==> src/rtl/ir_range_sampler.sv <==
// IR range sensor front end: two-flop synchroniser, prescaled sampling, boxcar
// average over 2**LOG2_SAMPLES samples, and a VALID/INTER/OVERRUN read handshake.
//
// state | meaning
// ------+---------------------------------------------------------------
// IDLE  | sampling stopped; prescaler, accumulator and counter held at 0
// ACCUM | prescaler running; one sample accumulated per tick (BUSY=1)
module ir_range_sampler #(
    parameter int SAMPLE_DIV   = 5000,
    parameter int LOG2_SAMPLES = 3,
    parameter int DATA_W       = 8
) (
    input  logic              CLK,
    input  logic              RESET,
    input  logic [DATA_W-1:0] IR_RAW,
    input  logic              ENABLE,
    input  logic              RD_ACK,
    output logic [DATA_W-1:0] AVG,
    output logic              VALID,
    output logic              INTER,
    output logic              OVERRUN,
    output logic              BUSY
);

    localparam int PW = (SAMPLE_DIV > 2) ? $clog2(SAMPLE_DIV) : 1;
    localparam int AW = DATA_W + LOG2_SAMPLES;
    localparam logic [PW-1:0]           PRESC_LAST = PW'(SAMPLE_DIV - 1);
    localparam logic [LOG2_SAMPLES-1:0] CNT_LAST   = '1;

    typedef enum logic {
        IDLE  = 1'b0,
        ACCUM = 1'b1
    } state_t;

    state_t                  state, state_nx;
    logic [DATA_W-1:0]       sync_meta, sync_data;
    logic [PW-1:0]           presc, presc_nx;
    logic [AW-1:0]           acc, acc_nx, acc_sum;
    logic [LOG2_SAMPLES-1:0] cnt, cnt_nx;
    logic [DATA_W-1:0]       avg_nx;
    logic                    tick;
    logic                    done;

    // Accumulator is wide enough that the final sum never wraps.
    assign acc_sum = acc + AW'(sync_data);
    assign avg_nx  = DATA_W'(acc_sum >> LOG2_SAMPLES);

    always_comb begin
        state_nx = state;
        presc_nx = presc;
        acc_nx   = acc;
        cnt_nx   = cnt;
        tick     = 1'b0;
        done     = 1'b0;
        BUSY     = 1'b0;
        case (state)
            IDLE: begin
                if (ENABLE) state_nx = IDLE == IDLE ? ACCUM : IDLE;
            end
            ACCUM: begin
                BUSY = 1'b1;
                if (!ENABLE) begin
                    state_nx = IDLE;
                    presc_nx = '0;
                    acc_nx   = '0;
                    cnt_nx   = '0;
                end else begin
                    tick     = (presc == PRESC_LAST);
                    presc_nx = tick ? '0 : presc + 1'b1;
                    if (tick) begin
                        if (cnt == CNT_LAST) begin
                            done   = 1'b1;
                            acc_nx = '0;
                            cnt_nx = '0;
                        end else begin
                            acc_nx = acc_sum;
                            cnt_nx = cnt + 1'b1;
                        end
                    end
                end
            end
            default: state_nx = IDLE;
        endcase
    end

    always_ff @(posedge CLK) begin
        if (RESET) begin
            state     <= IDLE;
            sync_meta <= '0;
            sync_data <= '0;
            presc     <= '0;
            acc       <= '0;
            cnt       <= '0;
            AVG       <= '0;
            VALID     <= 1'b0;
            INTER     <= 1'b0;
            OVERRUN   <= 1'b0;
        end else begin
            state     <= state_nx;
            sync_meta <= IR_RAW;
            sync_data <= sync_meta;
            presc     <= presc_nx;
            acc       <= acc_nx;
            cnt       <= cnt_nx;
            INTER     <= done;
            // An ack landing with a new result retires the old value only.
            if (done) begin
                AVG   <= avg_nx;
                VALID <= 1'b1;
                if (VALID && !RD_ACK) OVERRUN <= 1'b1;
            end else if (RD_ACK && VALID) begin
                VALID   <= 1'b0;
                OVERRUN <= 1'b0;
            end
        end
    end

endmodule

==> config.mk <==
export PLATFORM = sky130hd
export DESIGN_NAME = ir_range_sampler
export DESIGN_NICKNAME = d
export VERILOG_FILES = /design/src/rtl/ir_range_sampler.sv
export SDC_FILE = /design/constraint.sdc
export NUM_CORES = 1
export LEC_CHECK = 0
export ABC_AREA = 1
export CAP_MARGIN = 20
export CORE_UTILIZATION = 49
export DETAILED_ROUTE_END_ITERATION = 8
export GPL_ROUTABILITY_DRIVEN = 0
export PLACE_DENSITY_LB_ADDON = 0.08
export SETUP_SLACK_MARGIN = 0.4
export SLEW_MARGIN = 40
export SYNTH_ARGS = -nofsm -noshare
export SYNTH_HDL_FRONTEND = slang
export SYNTH_SLANG_ARGS = --single-unit
==> constraint.sdc <==
create_clock -name CLK -period 2.5 [get_ports CLK]
set_clock_uncertainty 0.15 [all_clocks]
set_input_delay 0.625 -clock CLK [delete_from_list [all_inputs] [get_ports CLK]]
set_output_delay 0.625 -clock CLK [all_outputs]
set_load 0.03 [all_outputs]
==> results.sh <==
export IMPL_critPathBufInv=1
export IMPL_slew_headroom_pct=67.4
export IMPL_die_y_um=76.6
export IMPL_clkSlewWorstSetupHoldPaths_ns=0.10
export IMPL_ys_seq_area_share_pct=40.4
export IMPL_cts_tree="yes"
export IMPL_hpwl_um=3920
export IMPL_path_delay_family="buffers and inverters"
export IMPL_synth_ff_latch_count=55
export IMPL_area_delta_synth_final_pct=14.5
export IMPL_status="completed"
export IMPL_slowest_delay_ns=0.65
export IMPL_setup_viol=0
export IMPL_p_sw_share_pct=24.5
export IMPL_routed_via_density=4.84
export IMPL_place_ws_ns=0.233
export IMPL_maxCapViolCount=0
export IMPL_routedWlPerCell_um=11.1
export IMPL_drtIter0Drc=69
export IMPL_synthCells=373
export IMPL_cts_setup_buffers=0
export IMPL_hp_class="flop to flop"
export IMPL_num_antenna_cells=0
export IMPL_synth_area_leaders="dfxtp_1 40%, nand2_1 11%, inv_1 7.6%"
export IMPL_fp_dieArea_um2=5870
export IMPL_drtAntennaViolNets=0
export IMPL_grt_max_degree=20
export IMPL_hold_buffers=0
export IMPL_maxClockFrequency_ghz=0.487
export IMPL_critPathSlowestCell="clkdlybuf4s50_1"
export IMPL_final_cell_mix="82 x nand2_1, 55 x dfxtp_1, 55 x inv_1, 53 x nor2_1, 34 x nand3_1"
export IMPL_ys_warn_count=0
export IMPL_path_cells="clkdlybuf4s50_1"
export IMPL_cts_resized=9
export IMPL_pwr_share_seq_pct=60.0
export IMPL_drc=0
export IMPL_comb_power_share_pct=5.9
export IMPL_worst_setup_path_end_kind="primary output"
export IMPL_tightest_slew_ns=0.484
export IMPL_fin_setup_tns_ns=0
export IMPL_root_buffer="clkbuf_8"
export IMPL_die_w_um=76.6
export IMPL_fin_crit_sh_pct=82.1
export IMPL_irDropWorstVdd_mv=0.242
export IMPL_grt_pass1_wl_um=9030
export IMPL_fin_ws_ns=0.448
export IMPL_synth_largest_area_cell="dfxtp_1"
export IMPL_core_area_um2=5240
export IMPL_h_tree_depth=2
export IMPL_p_int_w=0.00113
export IMPL_yosysTopAreaCellShare_pct=40.4
export IMPL_p_per_area_nw_per_um2=478
export IMPL_cp_max_fo=1
export IMPL_hold_viol_final=0
export IMPL_rsz0062_at_grt="true"
export IMPL_arrival_ns=1.28
export IMPL_worstPathRequired_ns=1.73
export IMPL_port_buffers=23
export IMPL_clock_sinks=55
export IMPL_syn_area_um2=2730
export IMPL_p_leak_nw=1.56
export IMPL_grt_ovfl_total=0
export IMPL_synth_area_per_cell_um2=7.31
export IMPL_synth_fp_nets=397
export IMPL_switchingPower_w=0.000366
export IMPL_drv_slew=0
export IMPL_synth_cell_types=37
export IMPL_drt_pass1_iterations=4
export IMPL_clk_path_buf_depth=2
export IMPL_io_pin_count=24
export IMPL_final_common_cell="nand2_1"
export IMPL_clock_latency_ns=0.32
export IMPL_crit_type="flop to primary output"
export IMPL_start_kind="flop"
export IMPL_routed_wl_um=5210
export IMPL_antenna_found_initial=0
export IMPL_grt_pass1_vias=1977
export IMPL_power_frac_clock_pct=34.1
export IMPL_drive_above_1_share_pct=10.5
export IMPL_vias=2276
export IMPL_numCtsBuffers=5
export IMPL_initial_core_util_pct=52.1
export IMPL_period_minus_slack_ns=2.05
export IMPL_grt_usage_pct=19.3
export IMPL_placementRows=26
export IMPL_nets=423
## power groups by stage
stage               clock [W]  sequential (W)  combinational, W
floorplan                   0        0.000917         0.0000535
global placement            0        0.000916         0.0000887
detailed placement          0        0.000917         0.0000890
CTS                  0.000525        0.000896         0.0000892
global route         0.000564        0.000898         0.0000979
finish               0.000510        0.000896         0.0000880
## sequential cells by signal, indices dropped and copies added, names as in the netlist
signal	cells
presc	13
OVERRUN	1
VALID	1
cnt	3
state	1
acc	11
sync_data	8
AVG	8
sync_meta	8
INTER	1
## cell families (layout without fill, tap and decap cells)
| family | count (synthesis) | after routing | synth area share, % |
|---|---|---|---|
| compound gates | 26 | 26 | 5.69 |
| xor+xnor | 7 | 7 | 2.25 |
| fa+ha+maj | 12 | 12 | 5.78 |
| buf+inv | 67 | 94 | 10.6 |
| flops | 55 | 55 | 40.4 |
| simple gates | 206 | 206 | 35.3 |
## synthesized netlist by cell type
| library cell | count |
|---|---|
| nand3_2 | 2 |
| buf_4 | 1 |
| xor2_1 | 6 |
| nor2_1 | 53 |
| ha_1 | 11 |
| inv_2 | 1 |
| a21boi_0 | 1 |
| clkbuf_1 | 3 |
| o21bai_1 | 1 |
| o21ai_2 | 1 |
| nor4_1 | 1 |
| nand2_2 | 3 |
| nor2_4 | 3 |
| o31ai_1 | 1 |
| dfxtp_1 | 55 |
| nor3_2 | 4 |
| inv_1 | 55 |
| o21ai_1 | 3 |
| nand2_1 | 83 |
| nand3_1 | 34 |
| buf_2 | 1 |
| nor2_2 | 3 |
| a21o_1 | 1 |
| o21ai_0 | 2 |
| nand4_1 | 10 |
| inv_4 | 1 |
| o21a_1 | 3 |
| buf_6 | 4 |
| nand2_4 | 3 |
| a21oi_1 | 12 |
| a21oi_2 | 1 |
| clkinv_1 | 1 |
| nor3_1 | 4 |
| xnor2_1 | 1 |
| or2_2 | 2 |
| nor3_4 | 1 |
| fa_1 | 1 |
## path summary, 6_finish.rpt
path | cells after the start | to | start | slack (ns)
worst max-delay path | 1 | INTER | INTER | 0.45
worst max register to register | 11 | acc[8] | acc[0] | 0.48
worst min register to register | 2 | sync_data[1] | sync_meta[1] | 0.25
worst min-delay path | 2 | sync_data[1] | sync_meta[1] | 0.25
## final cells by class
cell class                 instances  area (µm²)
multi-input combinational        251        1350
fill                             531        2110
tap                               70        87.6
inverter                          58         220
clock buffer                       5        68.8
clock inverter                     3        25.0
timing repair buffer              28         269
sequential                        55        1100
## layer usage
layer,track usage (%),vias to the layer above,wire length [µm]
met3,3.47,8,247
met1,27.2,991,2670
met5,0,-,0
met2,28.7,55,2180
li1,-,1222,-
met4,7.88,0,106
## per-stage QoR
step | hold WS [ns] | cell area (µm²) | utilization (%) | power [W] | instances
after floorplan | 0.238 | 2730 | - | 0.000970 | 373
after global placement | 0.240 | 3010 | 57.5 | 0.00100 | 462
after detailed placement | 0.244 | 3010 | 57.5 | 0.00101 | 462
after CTS | 0.255 | 3110 | 59.4 | 0.00151 | 470
after global routing | 0.273 | 3120 | 59.7 | 0.00156 | 470
final | 0.254 | 3120 | 59.7 | 0.00149 | 470
Power figures use the tool's default switching activity.
